**src/rtl/somador_multiciclo.sv**
```systemverilog
// -----------------------------------------------------------------------------
// somador_multiciclo
//
// Multi-cycle adder/subtractor. A WIDTH-bit operation is processed CHUNK bits
// per clock through a ripple chain of full adders. A register carries the
// chunk-to-chunk carry, so one operation takes N = WIDTH/CHUNK CALC cycles.
// Subtraction is done as a + ~b + !borrow_in: B is inverted and the carry
// register is loaded with cin^sub when the operands are captured.
//
// Parameters
//   WIDTH  operand/result width (must be a multiple of CHUNK)
//   CHUNK  bits added per clock (CHUNK == WIDTH gives a single CALC cycle)
//
// Ports
//   clk        clock, all state updates on the rising edge
//   rst        synchronous active-high reset, overrides everything
//   in_valid   operand set valid
//   in_ready   block idle and able to accept operands
//   a, b       operands
//   cin        carry-in (add) / borrow-in (sub)
//   sub        0: s = a + b + cin, 1: s = a - b - cin
//   out_valid  result and flags valid, held until out_ready
//   out_ready  consumer accepts the result
//   s          result modulo 2^WIDTH
//   cout       carry out of the MSB (for sub: 1 means no borrow)
//   ovf        two's-complement overflow
//   zero       result is zero
// -----------------------------------------------------------------------------
module somador_multiciclo #(
    parameter int WIDTH = 16,
    parameter int CHUNK = 4
) (
    input  logic             clk,
    input  logic             rst,
    input  logic             in_valid,
    output logic             in_ready,
    input  logic [WIDTH-1:0] a,
    input  logic [WIDTH-1:0] b,
    input  logic             cin,
    input  logic             sub,
    output logic             out_valid,
    input  logic             out_ready,
    output logic [WIDTH-1:0] s,
    output logic             cout,
    output logic             ovf,
    output logic             zero
);

    localparam int N  = WIDTH / CHUNK;
    localparam int CW = (N > 1) ? $clog2(N) : 1;
    localparam logic [CW-1:0] LAST_IDX = CW'(N - 1);

    typedef enum logic [1:0] {
        IDLE = 2'd0,
        CALC = 2'd1,
        DONE = 2'd2
    } state_t;

    state_t           state_reg;
    logic [WIDTH-1:0] a_reg;
    logic [WIDTH-1:0] b_reg;       // already inverted for subtraction
    logic [WIDTH-1:0] s_reg;
    logic             carry_reg;
    logic [CW-1:0]    cnt_reg;
    logic             in_ready_reg;
    logic             out_valid_reg;
    logic             cout_reg;
    logic             ovf_reg;
    logic             zero_reg;

    // Chunk datapath
    logic [N-1:0]     chunk_hit;   // one-hot decode of the chunk counter
    logic [CHUNK-1:0] a_sel;
    logic [CHUNK-1:0] b_sel;
    logic [CHUNK-1:0] sum;
    logic             carry_msb;   // carry into the top bit of the chunk
    logic             carry_out;   // carry out of the top bit of the chunk
    logic [WIDTH-1:0] s_next;      // s with the current chunk merged in

    // -------------------------------------------------------------------------
    // Chunk counter decode
    // -------------------------------------------------------------------------
    generate
        for (genvar gi = 0; gi < N; gi++) begin : g_hit
            localparam logic [CW-1:0] IDX = CW'(gi);
            assign chunk_hit[gi] = (cnt_reg == IDX);
        end
    endgenerate

    // Operand chunk selection as an AND-OR mux over the one-hot decode.
    always_comb begin
        a_sel = '0;
        b_sel = '0;
        for (int k = 0; k < N; k++) begin
            if (chunk_hit[k]) begin
                a_sel = a_sel | a_reg[k*CHUNK +: CHUNK];
                b_sel = b_sel | b_reg[k*CHUNK +: CHUNK];
            end
        end
    end

    // -------------------------------------------------------------------------
    // Ripple chain of CHUNK full adders fed by the carry register.
    // carry_msb is captured before the last stage so that on the final chunk
    // it is the carry into bit WIDTH-1, used for the signed overflow flag.
    // -------------------------------------------------------------------------
    always_comb begin
        logic cy;
        cy        = carry_reg;
        carry_msb = carry_reg;
        sum       = '0;
        for (int i = 0; i < CHUNK; i++) begin
            carry_msb = cy;
            sum[i]    = a_sel[i] ^ b_sel[i] ^ cy;
            cy        = (a_sel[i] & b_sel[i]) | (cy & (a_sel[i] ^ b_sel[i]));
        end
        carry_out = cy;
    end

    // Merge the freshly computed chunk into the result so that the zero flag
    // on the last edge sees the complete value.
    generate
        for (genvar gi = 0; gi < N; gi++) begin : g_merge
            assign s_next[gi*CHUNK +: CHUNK] =
                chunk_hit[gi] ? sum : s_reg[gi*CHUNK +: CHUNK];
        end
    endgenerate

    // -------------------------------------------------------------------------
    // Control FSM with registered outputs
    // -------------------------------------------------------------------------
    always_ff @(posedge clk) begin
        if (rst) begin
            state_reg     <= IDLE;
            a_reg         <= '0;
            b_reg         <= '0;
            s_reg         <= '0;
            carry_reg     <= 1'b0;
            cnt_reg       <= '0;
            in_ready_reg  <= 1'b1;
            out_valid_reg <= 1'b0;
            cout_reg      <= 1'b0;
            ovf_reg       <= 1'b0;
            zero_reg      <= 1'b0;
        end else begin
            case (state_reg)
                IDLE: begin
                    // in_ready_reg is 1 throughout IDLE
                    if (in_valid) begin
                        a_reg        <= a;
                        b_reg        <= b ^ {WIDTH{sub}};
                        carry_reg    <= cin ^ sub;
                        cnt_reg      <= '0;
                        in_ready_reg <= 1'b0;
                        state_reg    <= CALC;
                    end
                end

                CALC: begin
                    s_reg     <= s_next;
                    carry_reg <= carry_out;
                    if (cnt_reg == LAST_IDX) begin
                        cnt_reg       <= '0;
                        cout_reg      <= carry_out;
                        ovf_reg       <= carry_out ^ carry_msb;
                        zero_reg      <= (s_next == '0);
                        out_valid_reg <= 1'b1;
                        state_reg     <= DONE;
                    end else begin
                        cnt_reg <= cnt_reg + CW'(1);
                    end
                end

                DONE: begin
                    // A simultaneous in_valid is ignored here; the next
                    // operand set is taken no earlier than the following IDLE.
                    if (out_ready) begin
                        out_valid_reg <= 1'b0;
                        in_ready_reg  <= 1'b1;
                        state_reg     <= IDLE;
                    end
                end

                default: begin
                    state_reg     <= IDLE;
                    in_ready_reg  <= 1'b1;
                    out_valid_reg <= 1'b0;
                end
            endcase
        end
    end

    assign in_ready  = in_ready_reg;
    assign out_valid = out_valid_reg;
    assign s         = s_reg;
    assign cout      = cout_reg;
    assign ovf       = ovf_reg;
    assign zero      = zero_reg;

endmodule

```
**config.mk**
```make
export PLATFORM = sky130hd
export DESIGN_NAME = somador_multiciclo
export DESIGN_NICKNAME = d
export VERILOG_FILES = /design/src/rtl/somador_multiciclo.sv
export SDC_FILE = /design/constraint.sdc
export NUM_CORES = 1
export LEC_CHECK = 0
export CAP_MARGIN = 20
export CORE_UTILIZATION = 45
export DETAILED_ROUTE_END_ITERATION = 6
export HOLD_SLACK_MARGIN = 0.05
export PLACE_DENSITY = 0.72
export SLEW_MARGIN = 20
export SYNTH_ARGS = -nofsm -noshare
export SYNTH_HDL_FRONTEND = slang
export SYNTH_SLANG_ARGS = --single-unit
```
**constraint.sdc**
```tcl
create_clock -name clk -period 10.95 [get_ports clk]
set_input_delay 3.285 -clock clk [delete_from_list [all_inputs] [get_ports clk]]
set_output_delay 3.285 -clock clk [all_outputs]
set_load 0.005 [all_outputs]
```
==> results of run 1 <==
==> synth_stat cells, types with 2 or more instances <==
cell,n,share of area (%)
a221oi_1,2,0.65
a311oi_1,3,0.98
a22oi_1,14,3.9
a211oi_2,10,4.7
inv_2,3,0.42
fa_1,4,3.0
nand3_1,5,0.93
inv_1,6,0.84
nor2_1,29,4.0
nand2b_1,2,0.47
nor3_1,2,0.37
o21ai_0,2,0.37
buf_2,10,1.9
nand2_1,54,7.5
buf_4,2,0.56
a211oi_1,9,2.5
mux2i_1,7,2.6
nor4_1,3,0.70
clkbuf_1,10,1.4
ha_1,4,1.9
xnor2_1,17,5.5
a21oi_1,34,6.3
dfxtp_1,58,43
a22o_1,2,0.65
==> layout by cell type, fill, tap and decap left out, types with 2 or more instances in the layout <==
master,count
dfxtp_1,58
clkdlybuf4s50_1,57
nand2_1,54
a21oi_1,34
nor2_1,29
xnor2_1,17
a22oi_1,14
clkbuf_8,12
a211oi_2,10
a211oi_1,9
mux2i_1,7
inv_1,6
nand3_1,5
fa_1,4
ha_1,4
inv_2,3
a311oi_1,3
nor4_1,3
buf_4,3
a22o_1,2
a221oi_1,2
nand2b_1,2
o21ai_0,2
nor3_1,2
==> cell families (layout without fill, tap and decap cells) <==
kind of cell               after synthesis  count (layout)
and+or+nand+nor                        103             103
adders and majority gates                8               8
muxes                                    7               7
AOI/OAI and AO/OA                       81              81
xor gates and xnor gates                18              18
buffers and inverters                   32              84
DFF                                     58              58
==> worst register-to-register path: cells and delay by family (launching register included) <==
kind,cells,cell delay [ns]
AOI/OAI and AO/OA,3,0.60
adders and majority gates,5,1.95
buffers and inverters,3,0.20
DFF,1,0.38
and+or+nand+nor,3,0.72
==> per-layer routing <==
layer / vias up / global-route usage (%)
met5: - / 0
met4: 0 / 8.364
met3: 9 / 7.356
met2: 59 / 33.53
met1: 1050 / 24.84
li1: 1162 / -
==> final cells by class <==
| cell class | count | area (sq um) | share of cell area [%] |
|---|---|---|---|
| Timing Repair Buffer | 60 | 593.1 | 17.09 |
| Clock buffer | 13 | 168.9 | 4.867 |
| Sequential cell | 58 | 1161 | 33.45 |
| Clock inverter | 2 | 35.03 | 1.009 |
| Inverter | 9 | 33.78 | 0.9733 |
| Multi-Input combinational cell | 217 | 1389 | 40.01 |
| Tap cell | 72 | 90.09 | 2.596 |
==> report_power, final <==
group	total (mW)	switching, mW	leakage [nW]	internal (mW)
Combinational	0.0890	0.0468	0.713	0.0422
Clock	0.200	0.0782	0.106	0.122
Sequential	0.230	0.00731	0.475	0.223
Total	0.520	0.132	1.29	0.387
==> per-stage QoR <==
step	setup slack [ns]	std cells	power [mW]	util, %
3_5_place_dp	5.929	416	0.3240	57.86
4_1_cts	6.278	431	0.5245	61.48
6_report	6.285	431	0.5197	61.52
2_1_floorplan	6.784	307	0.2929	-
5_1_grt	6.165	431	0.5465	61.52
3_3_place_gp	5.990	416	0.3227	57.86
==> how the worst max path moves through the flow <==
stage | from | to
after detailed placement | sub | carry_reg
after floorplan | rst | a_reg[14]
final | sub | carry_reg
after global placement | sub | carry_reg
after global routing | sub | carry_reg
after CTS | sub | carry_reg
==> impl_metrics.csv, run 1 <==
group,metric,value,unit
floorplan,initial_core_util,47.68,%
logic_synthesis,avgSynthCellArea,8.762,sq um
clocking,clk_path_buf_depth,2,
route,drc,0,
clocking,cts-htree-levels,3,
logic_synthesis,yosys.area_share.adder,4.837,%
worst_hold_path,min-delay-start,"a_reg[0]",
floorplan,num_rows,27,
clocking,cts.clk_slew.worst_paths,0.06,ns
sta,whs,0.4549,ns
placed_design,hpwl,3915,um
clocking,cts_sinks,58,
logic_synthesis,synth-simple-area-share,16.74,%
critical_path,crit_path_cell_trace,"clkdlybuf4s50_1 > xor2_1 > a22oi_1 > a21oi_1",
sta,setup_viol,0,
pwr,p_leak,1.293,nW
pwr,ir_worst_vdd,0.00009865,V
cells_and_area,fillers,497,
placed_design,dpl-instance-area,3264,sq um
pwr,power_density,149.7,nW/um^2
floorplan,die_w,79.32,um
sta,fin_crit_sh,42.60,%
logic_synthesis,synthXorXnorAreaFrac,5.860,%
sta,fmax,0.2144,GHz
logic_synthesis,post_synth_num_cell_types,39,
critical_path,timing_worst_setup_path_type,"in2reg",
floorplan,fp.dieH,79.32,um
route,top_layer_used,"met4",
logic_synthesis,synth_fp_nets,353,
grt,grt_start_max_net_pins,60,
cells_and_area,drive_gt1_share,10.03,%
worst_hold_path,min_to,"a_reg[0]",
sta,relSlewSlack,34.73,%
logic_synthesis,synthCells,307,
critical_path,slowest_stage,"clkdlybuf4s50_1",
critical_path,worst-path-buf-inv,1,
critical_path,reg2reg_slack,7.03,ns
logic_synthesis,synth_top_family_by_area,"compound AO/OA/AOI/OAI gates",
route,routed_via_density,5.290,
sta,skew,0.006595,ns
clocking,postCtsSetupRepairBufs,0,
logic_synthesis,ys_seq_area_share,43.16,%
route,drt_iter0_markers,143,
clocking,cts_tree,"done",
critical_path,crit_family,"buffers and inverters",
logic_synthesis,async_flop_share,0,%
route,dr_wl_met3,274,um
sta,hold_viol,0,
logic_synthesis,synth.area.mux_share,2.605,%
logic_synthesis,yosysWarnings,0,
status,status,"finished, final reports clean",
grt,grt_pass1_wl,9942,um
clocking,ctsHoldBuffers,0,
critical_path,path_depth,4,
grt,grt_overflow,0,
clocking,clkLatencyLatePin,0.34,ns
sta,layout_min_cycle_time,4.665,ns
critical_path,cp-start-kind,"input port",
run,maxCapViolations,0,
critical_path,r2r-end,"zero",
cells_and_area,diodes,0,
critical_path,max_stage_delay,0.92,ns
route,dr.pass1.iters,4,
placed_design,place_congestion,0.7620,
critical_path,r2r_cells,14,
floorplan,dieArea,6291,sq um
worst_hold_path,hold_depth,2,
sta,tightest_slew,0.9760,ns
route,wirelength,5751,um
route,detail-route-antenna-nets,0,
sta,maxSlewViolCount,0,
critical_path,endpoint_kind,"flop",
critical_path,cp_max_fo,17,
route,m1WireLength,2680,um
grt,antenna_found_initial,0,
cells_and_area,finalInstanceArea,3471,sq um
logic_synthesis,syn_area,2690,sq um
grt,grt_pass1_vias,2236,
clocking,clk_root_buffer_cell,"clkbuf_8",
floorplan,coreArea,5642,sq um
route,wl_met2,2692,um
cells_and_area,final_nets,401,
route,wl_per_cell,13.34,um
grt,grt_usage,20.70,%
critical_path,r2r_start,"cnt_reg[1]",
critical_path,critPathRequiredTime,11.14,ns
clocking,cts.repair.resized,0,
route,vias,2280,
logic_synthesis,synth_compound_gate_area_share,21.58,%
logic_synthesis,synth_edf_count,0,
floorplan,pin_count,59,
logic_synthesis,synth-main-ff-cell,"dfxtp_1",
clocking,cts_buffers,9,
sta,rsz0062_at_grt,"no",
sta,tns,0,ns
worst_hold_path,hold_class,"reg2reg",
placed_design,io_buffers,58,
critical_path,worstPathArrival,4.85,ns
cells_and_area,area_growth,29.02,%
logic_synthesis,synth_seq_cells,58,
Note: power is estimated with default switching activity, not from simulation.
==> run 2: changes to the inputs <==
PLACE_DENSITY = 0.75   (was 0.72)
clock period = 3.8 ns   (was 10.95 ns; I/O delays follow)
==> impl_metrics.csv, run 2 (synthesis results as in run 1) <==
group,metric,value,unit
clocking,cts_tree,"done",
critical_path,slowest_stage,"fa_2",
sta,layout_min_cycle_time,3.558,ns
sta,setup_viol,0,
critical_path,cp_max_fo,8,
placed_design,place_congestion,0.8506,
clocking,clk_root_buffer_cell,"clkbuf_8",
run,maxCapViolations,0,
critical_path,cp-start-kind,"flop",
floorplan,fp.dieH,79.32,um
critical_path,worst-path-buf-inv,3,
floorplan,initial_core_util,47.68,%
route,dr.pass1.iters,4,
critical_path,crit_path_frequent_cell,"fa_1",
grt,antenna_found_initial,0,
cells_and_area,final_common_cell,"dfxtp_1",
sta,whs,0.4550,ns
critical_path,worstPathArrival,3.81,ns
grt,grt_start_max_net_pins,51,
placed_design,io_buffers,58,
cells_and_area,fillers,510,
critical_path,path_depth,14,
route,wl_per_cell,13.75,um
critical_path,max_stage_delay,0.49,ns
route,detail-route-antenna-nets,0,
clocking,cts_sinks,58,
clocking,clk_path_buf_depth,2,
floorplan,dieArea,6291,sq um
floorplan,coreArea,5642,sq um
pwr,power_density,443.4,nW/um^2
floorplan,die_w,79.32,um
route,drc,0,
critical_path,critPathRequiredTime,4.05,ns
grt,grt_pass1_vias,2146,
cells_and_area,diodes,0,
clocking,ctsHoldBuffers,0,
route,drt_iter0_markers,103,
sta,hold_viol,0,
clocking,cts-htree-levels,3,
grt,grt_overflow,0,
critical_path,crit_path_cell_trace,"inv_2 > ha_1 > a22oi_1 > nand2_1 > fa_1 > inv_1 > fa_1 > inv_1 > fa_1 > fa_2 > nor3_2 > a22oi_1 > or3_1 > o31ai_2",
pwr,ir_worst_vdd,0.0002147,V
floorplan,pin_count,59,
route,routed_via_density,5.366,
critical_path,timing_worst_setup_path_type,"reg2reg",
sta,relSlewSlack,52.35,%
critical_path,crit_family,"adder cells",
worst_hold_path,hold_class,"reg2reg",
worst_hold_path,hold_depth,2,
sta,tightest_slew,0.7125,ns
critical_path,r2r_cells,14,
sta,skew,0.006687,ns
route,vias,2334,
sta,fin_crit_sh,93.64,%
sta,rsz0062_at_grt,"no",
cells_and_area,mostFrequentLayoutCells,"58 x dfxtp_1, 57 x clkdlybuf4s50_1, 54 x nand2_1",
cells_and_area,drive_gt1_share,11.85,%
placed_design,hpwl,4291,um
status,status,"finished, final reports clean",
clocking,clkLatencyLatePin,0.33,ns
clocking,postCtsSetupRepairBufs,0,
pwr,p_leak,1.313,nW
pwr,power.total,1.563,mW
cells_and_area,final_nets,405,
sta,tns,0,ns
clocking,cts_buffers,9,
route,wirelength,5983,um
sta,maxSlewViolCount,0,
cells_and_area,final_util,62.50,%
critical_path,endpoint_kind,"flop",
cells_and_area,area_growth,31.07,%
clocking,cts.clk_slew.worst_paths,0.07,ns
grt,grt_usage,20.66,%
grt,grt_pass1_wl,9929,um
clocking,cts.repair.resized,0,
floorplan,num_rows,27,
sta,fmax,0.2810,GHz
run 2: metal layers:
| layer | routed length (um) | vias up | share of wire, % | global-route usage, % |
|---|---|---|---|---|
| met5 | 0 | - | 0 | 0 |
| met4 | 162 | 0 | 2.7 | 11.45 |
| met3 | 297 | 14 | 5.0 | 4.253 |
| met2 | 2735 | 72 | 46 | 31.72 |
| met1 | 2788 | 1086 | 47 | 26.93 |
| li1 | - | 1162 | - | - |
run 2: path summary, 6_finish.rpt:
path              startpoint         to  slack [ns]
setup / recovery  cnt_reg[0]       zero        0.24
setup reg to reg  cnt_reg[0]       zero        0.24
hold reg to reg    a_reg[12]  a_reg[12]        0.46
hold / removal     a_reg[12]  a_reg[12]        0.46
run 2: stage by stage:
| step | setup slack [ns] | std cells | area [sq um] |
|---|---|---|---|
| after detailed placement | 0.1932 | 420 | 3294 |
| final | 0.2415 | 435 | 3526 |
| after global placement | 0.3010 | 420 | 3294 |
| after global routing | 0.03260 | 435 | 3526 |
| after CTS | 0.1767 | 435 | 3521 |
| after floorplan | 0.2004 | 307 | 2690 |
run 2: area by class of cell:
type	count	area (sq um)	area share (%)
clock buffer	11	151.4	4.294
clock inverter	4	75.07	2.129
inverter	9	33.78	0.9581
multi-input combinational	217	1394	39.53
sequential	58	1161	32.93
tap	72	90.09	2.555
timing repair buffer	64	620.6	17.60
run 2: power by group:
part | switching [mW] | leakage, nW | internal [mW]
Clock | 0.238 | 0.108 | 0.401
Sequential | 0.0256 | 0.475 | 0.643
Combinational | 0.132 | 0.730 | 0.125
Total | 0.395 | 1.31 | 1.17
run 2: tightest hold or removal path, cell delays in order, from the launching register on:
cell and delay (ns):
dfxtp_1 0.31, nand2_1 0.05, a21oi_1 0.05
==> run 3: changes to the inputs <==
HOLD_SLACK_MARGIN = default   (was 0.05)
==> results of run 3 <==
The final DEF is identical to that of run 2; final timing and power are the same.
